$ cat src/rtl/uxa_ram_arbiter.sv
// uxa_ram_arbiter: lets the MGIA video fetcher (read-only) and the CPU (read/write)
// share one 16-bit Wishbone-style RAM slave port.
//
// Video has fixed priority. A starvation counter forces a CPU win after the CPU has
// lost STARVE contended arbitrations. Ownership lasts for the whole bus cycle (CYC),
// and every change of owner goes through one idle cycle. A per-transfer watchdog
// turns a slave that never acknowledges into a one-cycle ERR pulse.
//
// Ports:
//   CLK_I, RST_I          clock, asynchronous active-low reset
//   V_*                   video master (address, cycle, strobe in; data, ack, err out)
//   C_*                   CPU master (address, data, write enable, byte selects,
//                         cycle, strobe in; data, ack, err out)
//   M_*                   RAM slave port
//   GNT_O                 registered grant: 00 idle, 01 video, 10 CPU
module uxa_ram_arbiter #(
    parameter int unsigned AW      = 13,
    parameter int unsigned TIMEOUT = 255,
    parameter int unsigned STARVE  = 64
) (
    input  logic          CLK_I,
    input  logic          RST_I,
    input  logic [AW:1]   V_ADR_I,
    input  logic          V_CYC_I,
    input  logic          V_STB_I,
    output logic [15:0]   V_DAT_O,
    output logic          V_ACK_O,
    output logic          V_ERR_O,
    input  logic [AW:1]   C_ADR_I,
    input  logic [15:0]   C_DAT_I,
    output logic [15:0]   C_DAT_O,
    input  logic          C_WE_I,
    input  logic [1:0]    C_SEL_I,
    input  logic          C_CYC_I,
    input  logic          C_STB_I,
    output logic          C_ACK_O,
    output logic          C_ERR_O,
    output logic [AW:1]   M_ADR_O,
    output logic [15:0]   M_DAT_O,
    input  logic [15:0]   M_DAT_I,
    output logic          M_WE_O,
    output logic [1:0]    M_SEL_O,
    output logic          M_CYC_O,
    output logic          M_STB_O,
    input  logic          M_ACK_I,
    output logic [1:0]    GNT_O
);

    // State encoding doubles as the grant code driven on GNT_O.
    typedef enum logic [1:0] {
        StIdle = 2'b00,
        StVid  = 2'b01,
        StCpu  = 2'b10
    } state_e;

    localparam logic [7:0]  StarveLim = 8'(STARVE);
    localparam logic [15:0] WdLast    = 16'(TIMEOUT - 1);

    state_e      state_q, state_d;
    logic [7:0]  starve_q, starve_d;
    logic [15:0] wdog_q, wdog_d;

    logic gnt_vid, gnt_cpu, cpu_force, wd_hit;

    assign gnt_vid   = (state_q == StVid);
    assign gnt_cpu   = (state_q == StCpu);
    assign cpu_force = C_CYC_I && (starve_q >= StarveLim);

    // Arbitration and starvation bookkeeping.
    always_comb begin
        state_d  = state_q;
        starve_d = starve_q;
        unique case (state_q)
            StIdle: begin
                if (cpu_force) begin
                    state_d  = StCpu;
                    starve_d = 8'd0;
                end else if (V_CYC_I) begin
                    state_d = StVid;
                    // Only a contended video win counts against the CPU.
                    if (C_CYC_I && starve_q != 8'hff) begin
                        starve_d = starve_q + 8'd1;
                    end
                end else if (C_CYC_I) begin
                    state_d  = StCpu;
                    starve_d = 8'd0;
                end
            end
            StVid: begin
                if (!V_CYC_I) state_d = StIdle;
            end
            StCpu: begin
                if (!C_CYC_I) state_d = StIdle;
            end
            default: state_d = StIdle;
        endcase
    end

    // RAM port steering from the registered grant.
    always_comb begin
        M_ADR_O = '0;
        M_DAT_O = 16'h0000;
        M_WE_O  = 1'b0;
        M_SEL_O = 2'b00;
        M_CYC_O = 1'b0;
        M_STB_O = 1'b0;
        if (gnt_vid) begin
            M_ADR_O = V_ADR_I;
            M_SEL_O = 2'b11;
            M_CYC_O = 1'b1;
            M_STB_O = V_STB_I;
        end else if (gnt_cpu) begin
            M_ADR_O = C_ADR_I;
            M_DAT_O = C_DAT_I;
            M_WE_O  = C_WE_I;
            M_SEL_O = C_SEL_I;
            M_CYC_O = C_CYC_I;
            M_STB_O = C_STB_I;
        end
    end

    // Terminal count is decoded combinationally so an ACK in the same cycle can veto ERR.
    assign wd_hit = M_CYC_O && M_STB_O && !M_ACK_I && (wdog_q == WdLast);

    always_comb begin
        wdog_d = 16'd0;
        if (state_q != StIdle && state_d == state_q && M_STB_O && !M_ACK_I && !wd_hit) begin
            wdog_d = wdog_q + 16'd1;
        end
    end

    assign V_ACK_O = M_ACK_I & gnt_vid & V_STB_I;
    assign C_ACK_O = M_ACK_I & gnt_cpu & C_STB_I;
    assign V_ERR_O = wd_hit & gnt_vid;
    assign C_ERR_O = wd_hit & gnt_cpu;
    assign V_DAT_O = M_DAT_I;
    assign C_DAT_O = M_DAT_I;
    assign GNT_O   = state_q;

    always_ff @(posedge CLK_I or negedge RST_I) begin
        if (!RST_I) begin
            state_q  <= StIdle;
            starve_q <= 8'd0;
            wdog_q   <= 16'd0;
        end else begin
            state_q  <= state_d;
            starve_q <= starve_d;
            wdog_q   <= wdog_d;
        end
    end

endmodule

$ cat config.mk
export PLATFORM = sky130hd
export DESIGN_NAME = uxa_ram_arbiter
export DESIGN_NICKNAME = d
export VERILOG_FILES = /design/src/rtl/uxa_ram_arbiter.sv
export SDC_FILE = /design/constraint.sdc
export NUM_CORES = 1
export LEC_CHECK = 0
export ABC_AREA = 1
export BUFFER_PORTS_ARGS = -buffer_cell sky130_fd_sc_hd__buf_2
export CAP_MARGIN = 10
export CORE_MARGIN = 4
export CORE_UTILIZATION = 46
export DETAILED_ROUTE_END_ITERATION = 16
export PLACE_DENSITY = 0.89
export SLEW_MARGIN = 20
export SYNTH_ARGS = -nofsm -noshare
export SYNTH_HDL_FRONTEND = slang
export SYNTH_SLANG_ARGS = --single-unit
$ cat constraint.sdc
create_clock -name CLK_I -period 3.36 [get_ports CLK_I]
set_clock_uncertainty 0.15 [all_clocks]
set_input_delay 0.504 -clock CLK_I [delete_from_list [all_inputs] [get_ports CLK_I]]
set_output_delay 0.504 -clock CLK_I [all_outputs]
set_load 0.02 [all_outputs]
**Word level (Yosys, flattened, before mapping)**

Cells that the tools add are included.

- Register bits after elaboration: 26
- Input bits: 68
- Output and inout port bits: 72
- Logic and storage cells: 56

- Add/sub/neg operators: 2
- Magnitude comparators: 1
- Eq/ne operators: 6
- Muxes and demuxes: 23
- Bitwise gates (word level): 6
- Reduce and logical (&&, ||, !) cells: 15

Operators by type and width:

| kind | count |
|---|---|
| 2-to-1 mux 16 bit | 3 |
| 2-to-1 mux 8 bit | 4 |
| 2-to-1 mux 13 bit | 2 |
| adder 16 x 1 -> 16 bit, second input constant | 1 |
| == test 16 x 8 -> 1 bit, second input constant | 1 |
| 2-to-1 mux 2 bit | 7 |
| logical AND 1 bit | 9 |
| adder 8 x 1 -> 8 bit, second input constant | 1 |
| >= comparator 8 x 7 -> 1 bit, second input constant | 1 |
| inequality test 8 bit, second input constant | 1 |
| bitwise AND 1 bit | 6 |
| 2-to-1 mux 1 bit | 6 |
| one-hot mux 2 bit (3 select lines) | 1 |
| inequality test 3 x 1 -> 1 bit, second input constant | 1 |
| AND reduction 3 bit | 1 |
| nonzero test 3 bit | 1 |
| == test 2 x 1 -> 1 bit, second input constant | 1 |
| == test 2 bit | 1 |
| == test 2 bit, second input constant | 1 |
| logical NOT 1 bit | 2 |
| logical NOT 2 bit | 1 |
| nonzero test 2 bit | 1 |

**Depth between registers and ports, before layout**

- Word-level depth: 10
- Mapped depth: 11
- Mapped depth without buffers: 9

**Worst setup path before layout**

Ideal clock, no wire load.

- Path type: reg2out
- Start point: register state_q[0], in the netlist GNT_O[0]
- End point: output C_ERR_O
- Arrival time: 1.467 ns
- Slack: 1.239 ns
- Cell stages (with the launch flop): 10
- Path buffers: 2
- Cells stage by stage: dfrtp_1 > buf_6 > inv_2 > buf_6 > nand3_4 > nand2_2 > nand2_1 > inv_1 > nand2_2 > nor2_1

- Cells in the longest elaborated chain, start to end: 7

Ends and longest elaborated chain:

| item | RTL line | text |
|---|---|---|
| start, declared | 59 | `state_e state_q, state_d;` |
| start signal, assigned | 142 | `state_q <= StIdle;` |
| start signal, assigned | 146 | `state_q <= state_d;` |
| == test 2 bit | 66 | `assign gnt_cpu = (state_q == StCpu);` |
| 2-to-1 mux 1 bit | 112 | `end else if (gnt_cpu) begin` |
| 2-to-1 mux 1 bit * | 107 | `if (gnt_vid) begin` |
| named net M_CYC_O | 43 | `output logic M_CYC_O,` |
| logical AND 1 bit * (3 in series) | 123 | `assign wd_hit = M_CYC_O && M_STB_O && !M_ACK_I && (wdog_q == WdLast);` |
| bitwise AND 1 bit * | 135 | `assign C_ERR_O = wd_hit & gnt_cpu;` |
| end, declared | 37 | `output logic C_ERR_O,` |

The timed path passes the listed nets; every way through them passes the cells marked *.

**Worst setup path after layout**

- Start point: register state_q[1], in the netlist GNT_O[1]
- End point: output C_ERR_O

- Cells in the longest elaborated chain, start to end: 7

Ends and longest elaborated chain:

| item | RTL line |
|---|---|
| == test 2 bit | 66 |
| 2-to-1 mux 1 bit | 112 |
| 2-to-1 mux 1 bit | 107 |
| logical AND 1 bit (3 in series) | 123 |
| bitwise AND 1 bit * | 135 |

Mark *: on every way between the ends. The rest lies on a longest branch, timed or not.

==> flow_summary.json <==
{
  "async_flop_share_pct": 100,
  "row_count": 24,
  "ys_top_cells_by_area": "dfrtp_1 (30%), nand2_1 (12%), buf_4 (11%)",
  "tightest_slew_ns": 0.768,
  "crit_buf_inv": 3,
  "ys_seq_area_share_pct": 29.8,
  "intPower_uw": 511,
  "fp.dieW_um": 76.9,
  "synth_fp_nets": 392,
  "synth.cell_area_um2": 2180,
  "cts_hold_repair.buffers": 0,
  "root_buffer": "clkbuf_8",
  "io_pins": 140,
  "grt_pass1_vias": 1987,
  "wl_mm": 5.76,
  "syn-instance-count": 321,
  "cts.repair.resized": 0,
  "cts_buffers": 3,
  "dp.cells": 423,
  "vias": 2083,
  "setup_tns_ns": 0,
  "grt_usage_pct": 19.5,
  "yosys_warnings": 0,
  "fin_crit_sh_pct": 82.4,
  "power_density_nw_per_um2": 318,
  "clockBufferDepth": 2,
  "drtAntennaViolNets": 0,
  "arrival_ns": 2.11,
  "insertion_delay_ns": 0.26,
  "yosysTopAreaCell": "dfrtp_1",
  "antenna_found_initial": 0,
  "nets": 447,
  "cts_setup_buffers": 0,
  "ys_types": 27,
  "crit_type": "register to output port",
  "core-area_um2": 4470,
  "overflow": 0,
  "start_util_pct": 48.8,
  "synth_edf_count": 0,
  "ir_drop_mv": 0.138,
  "ys_ff_latch": 26,
  "fin_cells": 427,
  "die_area_um2": 5910,
  "wl_per_cell_um": 13.5,
  "hold_viol_final": 0,
  "dp_hpwl_mm": 4.70,
  "fmax_mhz": 361,
  "hold_class": "input pin to async pin",
  "die_h_um": 76.9,
  "worstPathMaxFanout": 23,
  "synthToLayoutAreaGrowth_pct": 12.2,
  "filler_cell_count": 418,
  "synth.avg_cell_area_um2": 6.80,
  "report.final.slew_viol_count": 0,
  "crit_family": "flip-flops",
  "finalCriticalPeriod_ns": 2.77,
  "power.share.clock_pct": 25.7,
  "cts_tree": "done",
  "path_clk_slew_ns": 0.09,
  "switching_share_pct": 34.3,
  "synth_common_cells": "nand2_1 (67), nor2_1 (56), inv_1 (41), nand3_1 (41), buf_4 (33)",
  "worst_ep_required_time_ns": 2.71,
  "p_switching_uw": 267,
  "drive_gt1_share_pct": 30.9,
  "firstDrtPassIters": 4,
  "cap_violations": 0,
  "drc": 0,
  "grt_pass1_wl_mm": 9.58,
  "start_kind": "register",
  "setup_violations": 0,
  "crit_path_cell_trace": "inv_2, nand2_2, nand2_2, nand2_1, inv_1, nand2_2, nor2_1, buf_2",
  "synth_most_common_cell": "nand2_1",
  "vias_per_cell": 4.88,
  "critPathMaxStageDelay_ns": 0.85,
  "cts.sinks": 26,
  "ys.flop_type": "dfrtp_1",
  "rsz0062_at_grt": "false",
  "cp-end-kind": "output port",
  "gp_congestion": 0.909,
  "netlist.area_leader.share_pct": 29.8,
  "port_buffers": 91,
  "crit_top_cell": "nand2_2",
  "leakagePower_uw": 0.00132,
  "worst_slew_margin_rel_pct": 48.8,
  "final_util_pct": 54.7,
  "grt_max_degree": 27,
  "htreeDepth": 1,
  "diodes": 0,
  "first_iter_violations": 122,
  "cpMaxStageDelayCell": "dfrtp_1",
  "status": "completed",
  "power_frac_comb_pct": 28.6,
  "p_seq_share_pct": 45.7
}
==> per-stage QoR <==
stage / hold WS (ns) / power (µW) / instance area (µm²) / worst slack (ns)
finish: 0.0835 / 778 / 2450 / 0.593
global route: 0.115 / 828 / 2450 / 0.360
CTS: 0.0969 / 783 / 2450 / 0.605
detailed placement: 0.330 / 583 / 2390 / 0.914
global placement: 0.320 / 577 / 2390 / 0.990
floorplan: 0.0584 / 557 / 2180 / 1.24
==> final cells by class <==
class | instances | area [µm²] | area share (%)
repair buffers | 91 | 455 | 18.6
flip-flops and latches | 26 | 651 | 26.6
inverters | 44 | 165 | 6.75
clock buffers | 4 | 55.1 | 2.25
multi-input cells | 210 | 1060 | 43.1
well taps | 52 | 65.1 | 2.66
==> routing by layer <==
metal  up-vias  GRT usage [%]  routed length, µm
li1       1061              -                  -
met1       917           23.7               2340
met2       101           34.9               2940
met3         4           4.10                433
met4         0           4.71                 48
met5         -              0                  0
==> worst reg2reg max path, stage by stage (launching register included) <==
cell	delay (ns)
dfrtp_1	0.85
inv_2	0.30
nand2_2	0.18
nand2_2	0.07
nand2_1	0.06
inv_1	0.04
nand2_2	0.11
nand2_4	0.22
nor2_1	0.18
==> registers in the layout, indices dropped and copies added, names as in the netlist <==
register and cells:
starve_q 8, wdog_q 16, GNT_O 2
==> power groups by stage <==
stage          sequential [µW]  clock (µW)  combinational, µW
2_1_floorplan              350           0                206
3_3_place_gp               359           0                219
3_5_place_dp               360           0                223
4_1_cts                    354         205                224
5_1_grt                    360         220                248
6_report                   355         200                223
==> cells in the final DEF (no fill, tap or decap), types with 2 or more instances in the layout <==
cell type  Yosys  final
a21oi_1        2      2
buf_2          1     91
clkbuf_8       0      4
dfrtp_1       26     26
ha_1           3      3
inv_1         41     41
inv_2          3      3
nand2_1       67     67
nand2_2        3      3
nand3_1       41     41
nand4_1        5      5
nor2_1        56     56
nor2_4        11     11
nor3_1         3      3
o21ai_0        5      5
xnor2_1        3      3
xor2_1         5      5
==> logic make-up after synthesis <==
group,synth area share (%)
and+or+nand+nor,41.3
AOI/OAI and AO/OA,2.18
buffers and inverters,21.8
DFF,29.8
xor gates and xnor gates,3.21
adders and majority gates,1.72
==> final timing paths <==
check	from	to	slack (ns)	cells after the start
hold reg to reg	wdog_q[0]	wdog_q[0]	0.34	1
setup reg to reg	GNT_O[1]	wdog_q[4]	1.11	8
min in group CLK_I	wdog_q[0]	wdog_q[0]	0.34	1
max in group asynchronous	RST_I	wdog_q[9]	2.59	1
hold / removal	RST_I	starve_q[5]	0.08	1
setup / recovery	GNT_O[1]	C_ERR_O	0.59	8
Note: power is estimated with default switching activity, not from simulation.
